### src/rtl/counter_run_ctrl_if.sv
// Command/status bundle between the button debouncers, the run controller and the FND display path.
interface counter_run_ctrl_if;
    logic        i_run_stop;
    logic        i_clear;
    logic        i_mode;
    logic [13:0] o_cnt_data;
    logic        o_run;
    logic        o_tick;

    modport master (
        output i_run_stop,
        output i_clear,
        output i_mode,
        input  o_cnt_data,
        input  o_run,
        input  o_tick
    );

    modport slave (
        input  i_run_stop,
        input  i_clear,
        input  i_mode,
        output o_cnt_data,
        output o_run,
        output o_tick
    );
endinterface

### src/rtl/counter_run_ctrl.sv
// RUN/STOP/CLEAR sequencer for the 0..MAX_COUNT display counter.
// Owns the prescaler that paces the count tick and the 14-bit count register.
module counter_run_ctrl #(
    parameter int unsigned CLK_HZ    = 100_000_000,
    parameter int unsigned TICK_HZ   = 10,
    parameter int unsigned MAX_COUNT = 9999
) (
    input  logic                clk,
    input  logic                rst,
    counter_run_ctrl_if.slave   bus
);

    localparam int unsigned DIV   = CLK_HZ / TICK_HZ;
    localparam int unsigned PSC_W = (DIV > 1) ? $clog2(DIV) : 1;
    localparam int unsigned CNT_W = 14;

    localparam logic [PSC_W-1:0] PSC_LAST = PSC_W'(DIV - 1);
    localparam logic [CNT_W-1:0] CNT_MAX  = CNT_W'(MAX_COUNT);

    typedef enum logic [1:0] {
        ST_STOP  = 2'd0,
        ST_RUN   = 2'd1,
        ST_CLEAR = 2'd2
    } state_t;

    state_t             state_q, state_d;
    logic [PSC_W-1:0]   psc_q, psc_d;
    logic [CNT_W-1:0]   cnt_q, cnt_d;
    logic               run_q;
    logic               tick_c;

    // Next state, prescaler and count; the prescaler holds while stopped so a resume finishes the interval.
    always_comb begin
        state_d = state_q;
        psc_d   = psc_q;
        cnt_d   = cnt_q;
        tick_c  = (state_q == ST_RUN) && (psc_q == PSC_LAST);

        case (state_q)
            ST_STOP: begin
                if (bus.i_clear) begin
                    state_d = ST_CLEAR;
                end else if (bus.i_run_stop) begin
                    state_d = ST_RUN;
                end
            end

            ST_RUN: begin
                if (bus.i_run_stop) begin
                    state_d = ST_STOP;
                end
                if (tick_c) begin
                    psc_d = '0;
                    if (bus.i_mode) begin
                        cnt_d = (cnt_q == '0) ? CNT_MAX : (cnt_q - CNT_W'(1));
                    end else begin
                        cnt_d = (cnt_q == CNT_MAX) ? '0 : (cnt_q + CNT_W'(1));
                    end
                end else begin
                    psc_d = psc_q + PSC_W'(1);
                end
            end

            ST_CLEAR: begin
                state_d = ST_STOP;
                psc_d   = '0;
                cnt_d   = '0;
            end

            default: begin
                state_d = ST_STOP;
            end
        endcase
    end

    // State, prescaler, count and run flag registers.
    always_ff @(posedge clk) begin
        if (rst) begin
            state_q <= ST_STOP;
            psc_q   <= '0;
            cnt_q   <= '0;
            run_q   <= 1'b0;
        end else begin
            state_q <= state_d;
            psc_q   <= psc_d;
            cnt_q   <= cnt_d;
            run_q   <= (state_d == ST_RUN);
        end
    end

    assign bus.o_cnt_data = cnt_q;
    assign bus.o_run      = run_q;
    assign bus.o_tick     = tick_c;

endmodule

### src/flat_wrapper.sv
// flat-port wrapper written by rule: the top's interface ports become plain ports
module counter_run_ctrl_flat 
#(
    parameter int unsigned CLK_HZ    = 100_000_000,
    parameter int unsigned TICK_HZ   = 10,
    parameter int unsigned MAX_COUNT = 9999
)
  (clk, rst, bus_i_run_stop, bus_i_clear, bus_i_mode, bus_o_cnt_data, bus_o_run, bus_o_tick);
  counter_run_ctrl_if bus_i ();
  input  logic clk;
  input  logic rst;
  input wire logic [$bits(bus_i.i_run_stop)-1:0] bus_i_run_stop;
  input wire logic [$bits(bus_i.i_clear)-1:0] bus_i_clear;
  input wire logic [$bits(bus_i.i_mode)-1:0] bus_i_mode;
  output wire logic [$bits(bus_i.o_cnt_data)-1:0] bus_o_cnt_data;
  output wire logic [$bits(bus_i.o_run)-1:0] bus_o_run;
  output wire logic [$bits(bus_i.o_tick)-1:0] bus_o_tick;
  assign bus_i.i_run_stop = bus_i_run_stop;
  assign bus_i.i_clear = bus_i_clear;
  assign bus_i.i_mode = bus_i_mode;
  assign bus_o_cnt_data = bus_i.o_cnt_data;
  assign bus_o_run = bus_i.o_run;
  assign bus_o_tick = bus_i.o_tick;
  counter_run_ctrl #(.CLK_HZ(CLK_HZ), .TICK_HZ(TICK_HZ), .MAX_COUNT(MAX_COUNT)) u_core (.clk(clk), .rst(rst), .bus(bus_i));
endmodule
### config.mk
export PLATFORM = sky130hd
export DESIGN_NAME = counter_run_ctrl_flat
export DESIGN_NICKNAME = d
export VERILOG_FILES = /design/src/rtl/counter_run_ctrl_if.sv /design/src/rtl/counter_run_ctrl.sv /design/src/flat_wrapper.sv
export SDC_FILE = /design/constraint.sdc
export NUM_CORES = 1
export LEC_CHECK = 0
export BUFFER_PORTS_ARGS = -buffer_cell sky130_fd_sc_hd__buf_2
export CAP_MARGIN = 10
export CORE_MARGIN = 2
export CORE_UTILIZATION = 50
export DETAILED_ROUTE_END_ITERATION = 8
export GPL_ROUTABILITY_DRIVEN = 0
export GPL_TIMING_DRIVEN = 1
export PLACE_DENSITY = 0.67
export SYNTH_ARGS = -nofsm -noshare
export SYNTH_HDL_FRONTEND = slang
export SYNTH_SLANG_ARGS = --single-unit
### constraint.sdc
create_clock -name clk -period 3 [get_ports clk]
set_input_delay 0.15 -clock clk [delete_from_list [all_inputs] [get_ports clk]]
set_output_delay 0.15 -clock clk [all_outputs]
set_load 0.02 [all_outputs]
After elaboration in Yosys (flattened, before gate mapping)
Cells that the tools add are included.
{ "totals": {"output_inout_bits": 16, "mem_bits_rw": 0, "word_cells": 29, "mem_bits_ro": 0, "n_memories": 0, "latch_bits": 0, "register_bits": 41} }
{ "op_classes": {"n_eq_ne": 6, "reduce_logical": 5, "mux": 11, "div_mod_pow": 0, "n_shift": 0, "addsub": 3, "n_lt_le_gt_ge": 0, "bitwise_logic": 0, "multipliers": 0} }
{ "ops": {"columns": ["op", "count"], "rows": [
  ["two-way mux 14 bit", 4],
  ["one-hot mux 24 bit (2 select lines)", 1],
  ["one-hot mux 14 bit (2 select lines)", 1],
  ["adder 24 x 1 -> 24 bit, second input constant", 1],
  ["== test 24 bit, second input constant", 1],
  ["two-way mux 24 bit", 1],
  ["adder 14 x 1 -> 14 bit, second input constant", 1],
  ["== test 14 bit, second input constant", 1],
  ["logical NOT 14 bit", 1],
  ["subtractor 14 x 1 -> 14 bit, second input constant", 1],
  ["two-way mux 2 bit", 3],
  ["== test 2 x 1 -> 1 bit, second input constant", 2],
  ["one-hot mux 2 bit (2 select lines)", 1],
  ["== test 2 bit, second input constant", 1],
  ["logical NOT 2 bit", 1],
  ["!= test 2 bit, second input constant", 1],
  ["AND reduction 2 bit", 1],
  ["nonzero test 2 bit", 1],
  ["logical AND 1 bit", 1]
]} }

Depth between registers and ports, before layout
Gate-level depths: netlist of the first run.
{ "logic_depth": {"word_depth": 5, "mapped_depth": 8} }

Worst setup path before layout of the first run
No wires, ideal clock.
{ "synth_timing": {"path_kind": "register to register", "from": "register u_core.cnt_q[0], in the netlist u_core.bus.o_cnt_data[0]", "to": "register u_core.cnt_q[5], in the netlist u_core.bus.o_cnt_data[5]", "path_stages_with_launch": 8, "setup_ps": 117, "synth_period_minus_slack_ps": 2194, "path_buffers": 0, "t_arrival_ps": 2077, "setup_slack_ps": 806, "cell_sequence": "dfxtp_1 inv_1 ha_1 or3b_2 o41a_4 or2b_1 a31oi_1 a22o_1"} }
{ "synth_between": {"elab_chain_len": 5} }
{ "synth_rtl": {"columns": ["element", "line", "text"], "rows": [
  ["start, declared", "counter_run_ctrl.sv:28", "logic [CNT_W-1:0] cnt_q, cnt_d;"],
  ["start signal, assigned", "counter_run_ctrl.sv:86", "cnt_q <= cnt_d;"],
  ["adder 14 x 1 -> 14 bit (tied with other cells)", "counter_run_ctrl.sv:57", "cnt_d = (cnt_q == CNT_MAX) ? '0 : (cnt_q + CNT_W'(1));"],
  ["two-way mux 14 bit, on equally long branches", "counter_run_ctrl.sv:57, counter_run_ctrl.sv:55", null],
  ["two-way mux 14 bit (*)", "counter_run_ctrl.sv:54", "if (bus.i_mode) begin"],
  ["two-way mux 14 bit (*)", "counter_run_ctrl.sv:52", "if (tick_c) begin"],
  ["one-hot mux 14 bit (2 select lines) (*)", "counter_run_ctrl.sv:39", "case (state_q)"]
]} }
Mark *: on every way between the ends. The rest lies on a longest branch, timed or not. The select of a mux whose other input is x is not followed.
A chain may end at the register's enable or synchronous reset.

Final worst setup path of the first run
{ "layout_timing": {"from": "register u_core.state_q[1]", "to": "output bus_o_tick"} }
{ "layout_between": {"elab_chain_len": 2} }
{ "layout_rtl": {"columns": ["element", "line", "text"], "rows": [
  ["start, declared", "counter_run_ctrl.sv:26", "state_t state_q, state_d;"],
  ["start signal, assigned", "counter_run_ctrl.sv:84", "state_q <= state_d;"],
  ["== test 2 x 1 -> 1 bit", "counter_run_ctrl.sv:37", "tick_c = (state_q == ST_RUN) && (psc_q == PSC_LAST);"],
  ["logical AND 1 bit", "counter_run_ctrl.sv:37", null],
  ["end, declared", "flat_wrapper.sv:17", "output wire logic [$bits(bus_i.o_tick)-1:0] bus_o_tick;"]
]} }
No other way between the ends.

==> flow_metrics.tcl, run 1 <==
set metrics [dict create \
    area.growth.synth_to_final_pct 7.20 \
    initial_utilization_pct 52.8 \
    final_common_cell "dfxtp_1" \
    cp_data_arrival_time_ns 2.28 \
    critical-path-slowest-cell "nor2_1" \
    clkTransAtPathRegs_ns 0.07 \
    synth_enable_flop_cells 0 \
    rows 26 \
    synth_compound_area_share_pct 26.4 \
    relSlewSlack_pct 49.7 \
    die_h_um 77.9 \
    grt.total_usage_pct 23.9 \
    route.vias.total 2779 \
    syn_area_per_cell_um2 7.77 \
    worst_pin_slew_ns 0.747 \
    fin_area_um2 2930 \
    post_cts_buffers 0 \
    cts_tree "built" \
    final_util_pct 56.6 \
    synth-warning-count 0 \
    cp_max_fo 6 \
    drtIter0Drc 243 \
    ant_nets 0 \
    hold_buffers 0 \
    netSwitchingFraction_pct 28.5 \
    clockBufferDepth 2 \
    drt-vias-per-instance 6.48 \
    setup_tns_ns 0 \
    cp-end-kind "primary output" \
    start_kind "flip-flop" \
    top_level_ports 21 \
    power_density_nw_per_um2 365 \
    synth_mux_area_share_pct 1.83 \
    synthAdderAreaFrac_pct 2.75 \
    power.leakage_nw 1.06 \
    critPathKind "flip-flop to primary output" \
    dpl_worst_slack_ns 0.724 \
    grt_pass1_wl_mm 11.6 \
    htreeDepth 2 \
    final_cell_mix "dfxtp_1 (41), nand2_1 (37), nor2_1 (24), buf_2 (20), nand3_1 (19)" \
    num-nets-final 370 \
    final-max-slew-violation-count 0 \
    synthSimpleGateAreaFrac_pct 32.1 \
    cts.sinks 41 \
    hold_class "primary input to flip-flop" \
    skew_ns 0.00624 \
    n_antenna_cell 0 \
    synth-seq-cells 41 \
    place_area_um2 2840 \
    numPortBuffers 20 \
    synth_xor_area_share_pct 0.642 \
    fin_crit_sh_pct 81.0 \
    synth.area.top_cells "dfxtp_1 (30%), nand2_1 (5.1%), a311oi_1 (4.8%), nand3_1 (3.5%), nor2_1 (3.3%)" \
    fp.dieW_um 77.9 \
    max-vdd-ir-drop_mv 0.276 \
    path_cells "inv_1 -> ha_1 -> nor4b_1 -> nand3_1 -> nor2_1 -> buf_2" \
    drc 0 \
    worst_slack_ns 0.570 \
    hold_slack_ns 0.165 \
    dpl.hpwl_mm 4.85 \
    synth_top_cell_by_area "dfxtp_1" \
    cts_buffers 5 \
    required_ns 2.85 \
    grt_pass1_vias 2308 \
    first_pass_iters 5 \
    syn_nets 362 \
    wl_per_cell_um 16.2 \
    grt_overflow 0 \
    power_frac_comb_pct 14.5 \
    fmax_mhz 412 \
    cts_resized 0 \
    clkLatencyLatePin_ns 0.30 \
    ys_seq_area_share_pct 30.1 \
    synth_top_family_by_area "simple AND/OR/NAND/NOR gates" \
    yosysTopAreaCellShare_pct 30.1 \
    layout-drive-gt1-share_pct 10.9 \
    die_area_um2 6060 \
    grt_max_degree 37 \
    syn_inst 351 \
    outcome "complete, no violations" \
    synth_cell_type_count 62 \
    core_area_um2 5170 \
    cts-root-buf "clkbuf_8" \
    power_frac_seq_pct 52.3 \
    max-cap-violations 0 \
    drt_wl_total_mm 6.95 \
    finalHoldViolations 0 \
    fill_cells 462 \
    synth_area_um2 2730 \
    internal_power_mw 0.764 \
    setup_violations 0 \
    synthFlopType "dfxtp_1" \
    antenna_found_initial 0 \
    slowest_delay_ns 0.46 \
    power.switching_mw 0.305 \
    period_needed_ns 2.43 \
    p_clk_share_pct 33.2 \
    synthArstFlopShare_pct 0 \
    rsz0062_at_grt "false" \
]
==> power by group through the flow <==
stage	sequential, mW	combinational, mW	clock [mW]
2_1_floorplan	0.570	0.115	0
3_3_place_gp	0.571	0.152	0
3_5_place_dp	0.572	0.153	0
4_1_cts	0.559	0.153	0.370
5_1_grt	0.560	0.171	0.394
6_report	0.559	0.155	0.355
==> kinds of logic after synthesis <==
family / count (synthesis)
DFF: 41
muxes: 5
buffers and inverters: 40
adders and majority gates: 6
AOI/OAI and AO/OA: 96
xor gates and xnor gates: 2
and+or+nand+nor: 161
==> worst paths after layout <==
check                    start                        end  slack, ns  cells past startpoint
min reg2reg   u_core.psc_q[23]           u_core.psc_q[23]       0.49                      1
min             bus_i_run_stop          u_core.state_q[0]       0.17                      3
max reg2reg  u_core.state_q[1]  u_core.bus.o_cnt_data[13]       0.68                      7
max          u_core.state_q[1]                 bus_o_tick       0.57                      6
==> final cells by class <==
class                      instances  area (um2)  area share, %
multi-input combinational        270        1740           59.4
clock inverter                     1        8.76          0.299
clock buffer                       6        72.6           2.48
inverter                          16        60.1           2.05
sequential                        41         821           28.1
timing repair buffer              25         138           4.70
tap                               70        87.6           2.99
==> per-stage QoR <==
| step | power [mW] | cells |
|---|---|---|
| 4_1_cts | 1.08 | 429 |
| 3_3_place_gp | 0.724 | 422 |
| 3_5_place_dp | 0.724 | 422 |
| 5_1_grt | 1.13 | 429 |
| 6_report | 1.07 | 429 |
| 2_1_floorplan | 0.685 | 351 |
==> cells in the mapped netlist, types with 5 or more instances <==
| cell | number |
|---|---|
| nand3_1 | 19 |
| dfxtp_1 | 41 |
| nor3_1 | 12 |
| clkbuf_1 | 16 |
| nand2_1 | 37 |
| a21oi_1 | 17 |
| and3_1 | 6 |
| nor4_1 | 11 |
| or3_1 | 7 |
| a31oi_1 | 9 |
| ha_1 | 6 |
| nor2_1 | 24 |
| a311oi_1 | 15 |
| o21ai_0 | 10 |
| nand4_1 | 11 |
| a41oi_1 | 5 |
| inv_1 | 16 |
| mux2i_1 | 5 |
==> routing by layer <==
layer	vias to the layer above	part of all wire (%)	global-route usage (%)
met1	1317	51	36.8
li1	1367	-	-
met4	0	1.5	7.68
met2	84	42	32.6
met3	11	5.7	5.00
met5	-	0	0
==> critical path, delay by kind of cell (launching register included) <==
kind	cells	cell delay (ns)
simple gates	3	1.09
buf+inv	2	0.35
flops	1	0.32
fa+ha+maj	1	0.22
==> state kept, by name, summed over array words and instances (netlist names) <==
name and cells:
u_core.bus.o_run 1, u_core.bus.o_cnt_data 14, u_core.state_q 2, u_core.psc_q 24
Note: power is estimated with default switching activity, not from simulation.
==> run 2, diff against run 1 <==
Clock period 3 ns to 2.3 ns, I/O delays scaled along.
==> flow_metrics.tcl, run 2 (synthesized netlist as in run 1, its figures left out) <==
set metrics [dict create \
    outcome "complete, no violations" \
    worstReg2RegStart "u_core.bus.o_cnt_data[0]" \
    skew_ns 0.00994 \
    cts.sinks 41 \
    die_area_um2 6060 \
    core_area_um2 5170 \
    initial_utilization_pct 52.8 \
    drtIter0Drc 293 \
    start_kind "flip-flop" \
    drt-vias-per-instance 6.34 \
    fmax_mhz 456 \
    cp_data_arrival_time_ns 2.39 \
    hold_class "primary input to flip-flop" \
    cts_tree "built" \
    antenna_found_initial 0 \
    largest_register_ffs 24 \
    wl_per_cell_um 16.3 \
    final_cell_mix "buf_4 (58), dfxtp_1 (41), nand2_1 (37), nor2_1 (24), buf_2 (20)" \
    grt_pass1_wl_mm 13.3 \
    relSlewSlack_pct 54.0 \
    hold_buffers 0 \
    power_density_nw_per_um2 471 \
    cts-root-buf "clkbuf_8" \
    clockBufferDepth 2 \
    grt_max_degree 31 \
    numPortBuffers 20 \
    regMostFlops "u_core.psc_q" \
    critPathKind "flip-flop to flip-flop" \
    r2r_end "u_core.bus.o_cnt_data[5]" \
    grt_overflow 0 \
    rsz0062_at_grt "false" \
    clkTransAtPathRegs_ns 0.08 \
    place_area_um2 3240 \
    worst_pin_slew_ns 0.689 \
    cp-end-kind "flip-flop" \
    cp_max_fo 7 \
    required_ns 2.49 \
    first_pass_iters 5 \
    fill_cells 438 \
    rows 26 \
    area.growth.synth_to_final_pct 24.0 \
    fin_crit_sh_pct 95.4 \
    htreeDepth 2 \
    fin_area_um2 3380 \
    drt_wl_total_mm 7.85 \
    dpl.hpwl_mm 5.67 \
    final_common_cell "buf_4" \
    final-max-slew-violation-count 0 \
    max-vdd-ir-drop_mv 0.324 \
    ant_nets 0 \
    cp-endpoint "u_core.bus.o_cnt_data[5]" \
    max-cap-violations 0 \
    top_level_ports 21 \
    drc 0 \
    grt_pass1_vias 2645 \
    route.vias.total 3064 \
    layout-drive-gt1-share_pct 23.7 \
    fp.dieW_um 77.9 \
    setup_violations 0 \
    period_needed_ns 2.19 \
    clkLatencyLatePin_ns 0.30 \
    reg2reg_depth 7 \
    die_h_um 77.9 \
    setup_tns_ns 0 \
    num-nets-final 423 \
    cts_buffers 5 \
    grt.total_usage_pct 27.1 \
    n_antenna_cell 0 \
    finalHoldViolations 0 \
    power.leakage_nw 1.36 \
    rrSetupSlack_ns 0.11 \
    worstSetupStartpoint "u_core.bus.o_cnt_data[0]" \
]
run 2: critical path, stage by stage (launching register included):
cell,delay (ns)
dfxtp_1,0.36
inv_1,0.10
ha_1,0.20
or3b_4,0.43
o41a_4,0.54
a211oi_2,0.21
a31oi_1,0.07
a22o_1,0.20
run 2: stage by stage:
stage	power [mW]	instances	hold slack [ns]	setup slack [ns]	utilization, %
after floorplan	0.894	351	0.296	0.106	-
after global placement	0.974	475	0.420	-0.0645	62.7
after detailed placement	0.976	475	0.421	-0.0853	62.7
after CTS	1.60	483	0.103	0.00903	65.1
after global routing	1.66	483	0.173	0.0238	65.4
final	1.59	483	0.105	0.107	65.4
run 2: how the worst min path moves through the flow:
| stage | endpoint | start | cells past startpoint | slack [ns] |
|---|---|---|---|---|
| floorplan | u_core.state_q[0] | bus_i_run_stop | 2 | 0.30 |
| global placement | u_core.bus.o_run | bus_i_clear | 4 | 0.42 |
| detailed placement | u_core.bus.o_run | bus_i_clear | 4 | 0.42 |
| CTS | u_core.bus.o_run | bus_i_clear | 4 | 0.10 |
| global route | u_core.bus.o_run | bus_i_clear | 4 | 0.17 |
| finish | u_core.bus.o_run | bus_i_clear | 4 | 0.11 |
run 2: metal layers:
metal / vias up / wire length, um / track usage, %
li1: 1474 / - / -
met1: 1427 / 3940 / 42.3
met2: 148 / 3090 / 36.7
met3: 15 / 690 / 5.58
met4: 0 / 127 / 7.68
met5: - / 0 / 0
run 2: final cells by class:
cell class              instances  area, um2  share of cell area [%]
clock buffers                   6       82.6                    2.44
clock inverters                 2       37.5                    1.11
inverters                      16       60.1                    1.78
repair buffers                 78        536                    15.8
flip-flops and latches         41        821                    24.3
multi-input cells             270       1760                    52.0
well taps                      70       87.6                    2.59
run 2: power by group:
part / leakage [nW] / total (mW) / internal [mW] / switching, mW
clock network: 0.0574 / 0.624 / 0.353 / 0.271
logic: 0.977 / 0.246 / 0.0968 / 0.150
registers: 0.331 / 0.723 / 0.717 / 0.00564
total: 1.36 / 1.59 / 1.17 / 0.426
run 2: what timing repair did:
item	in CTS	in global routing
setup buffers	0	0
setup endpoints to repair	4	4
pin swaps	0	0
gates resized for setup	1	4
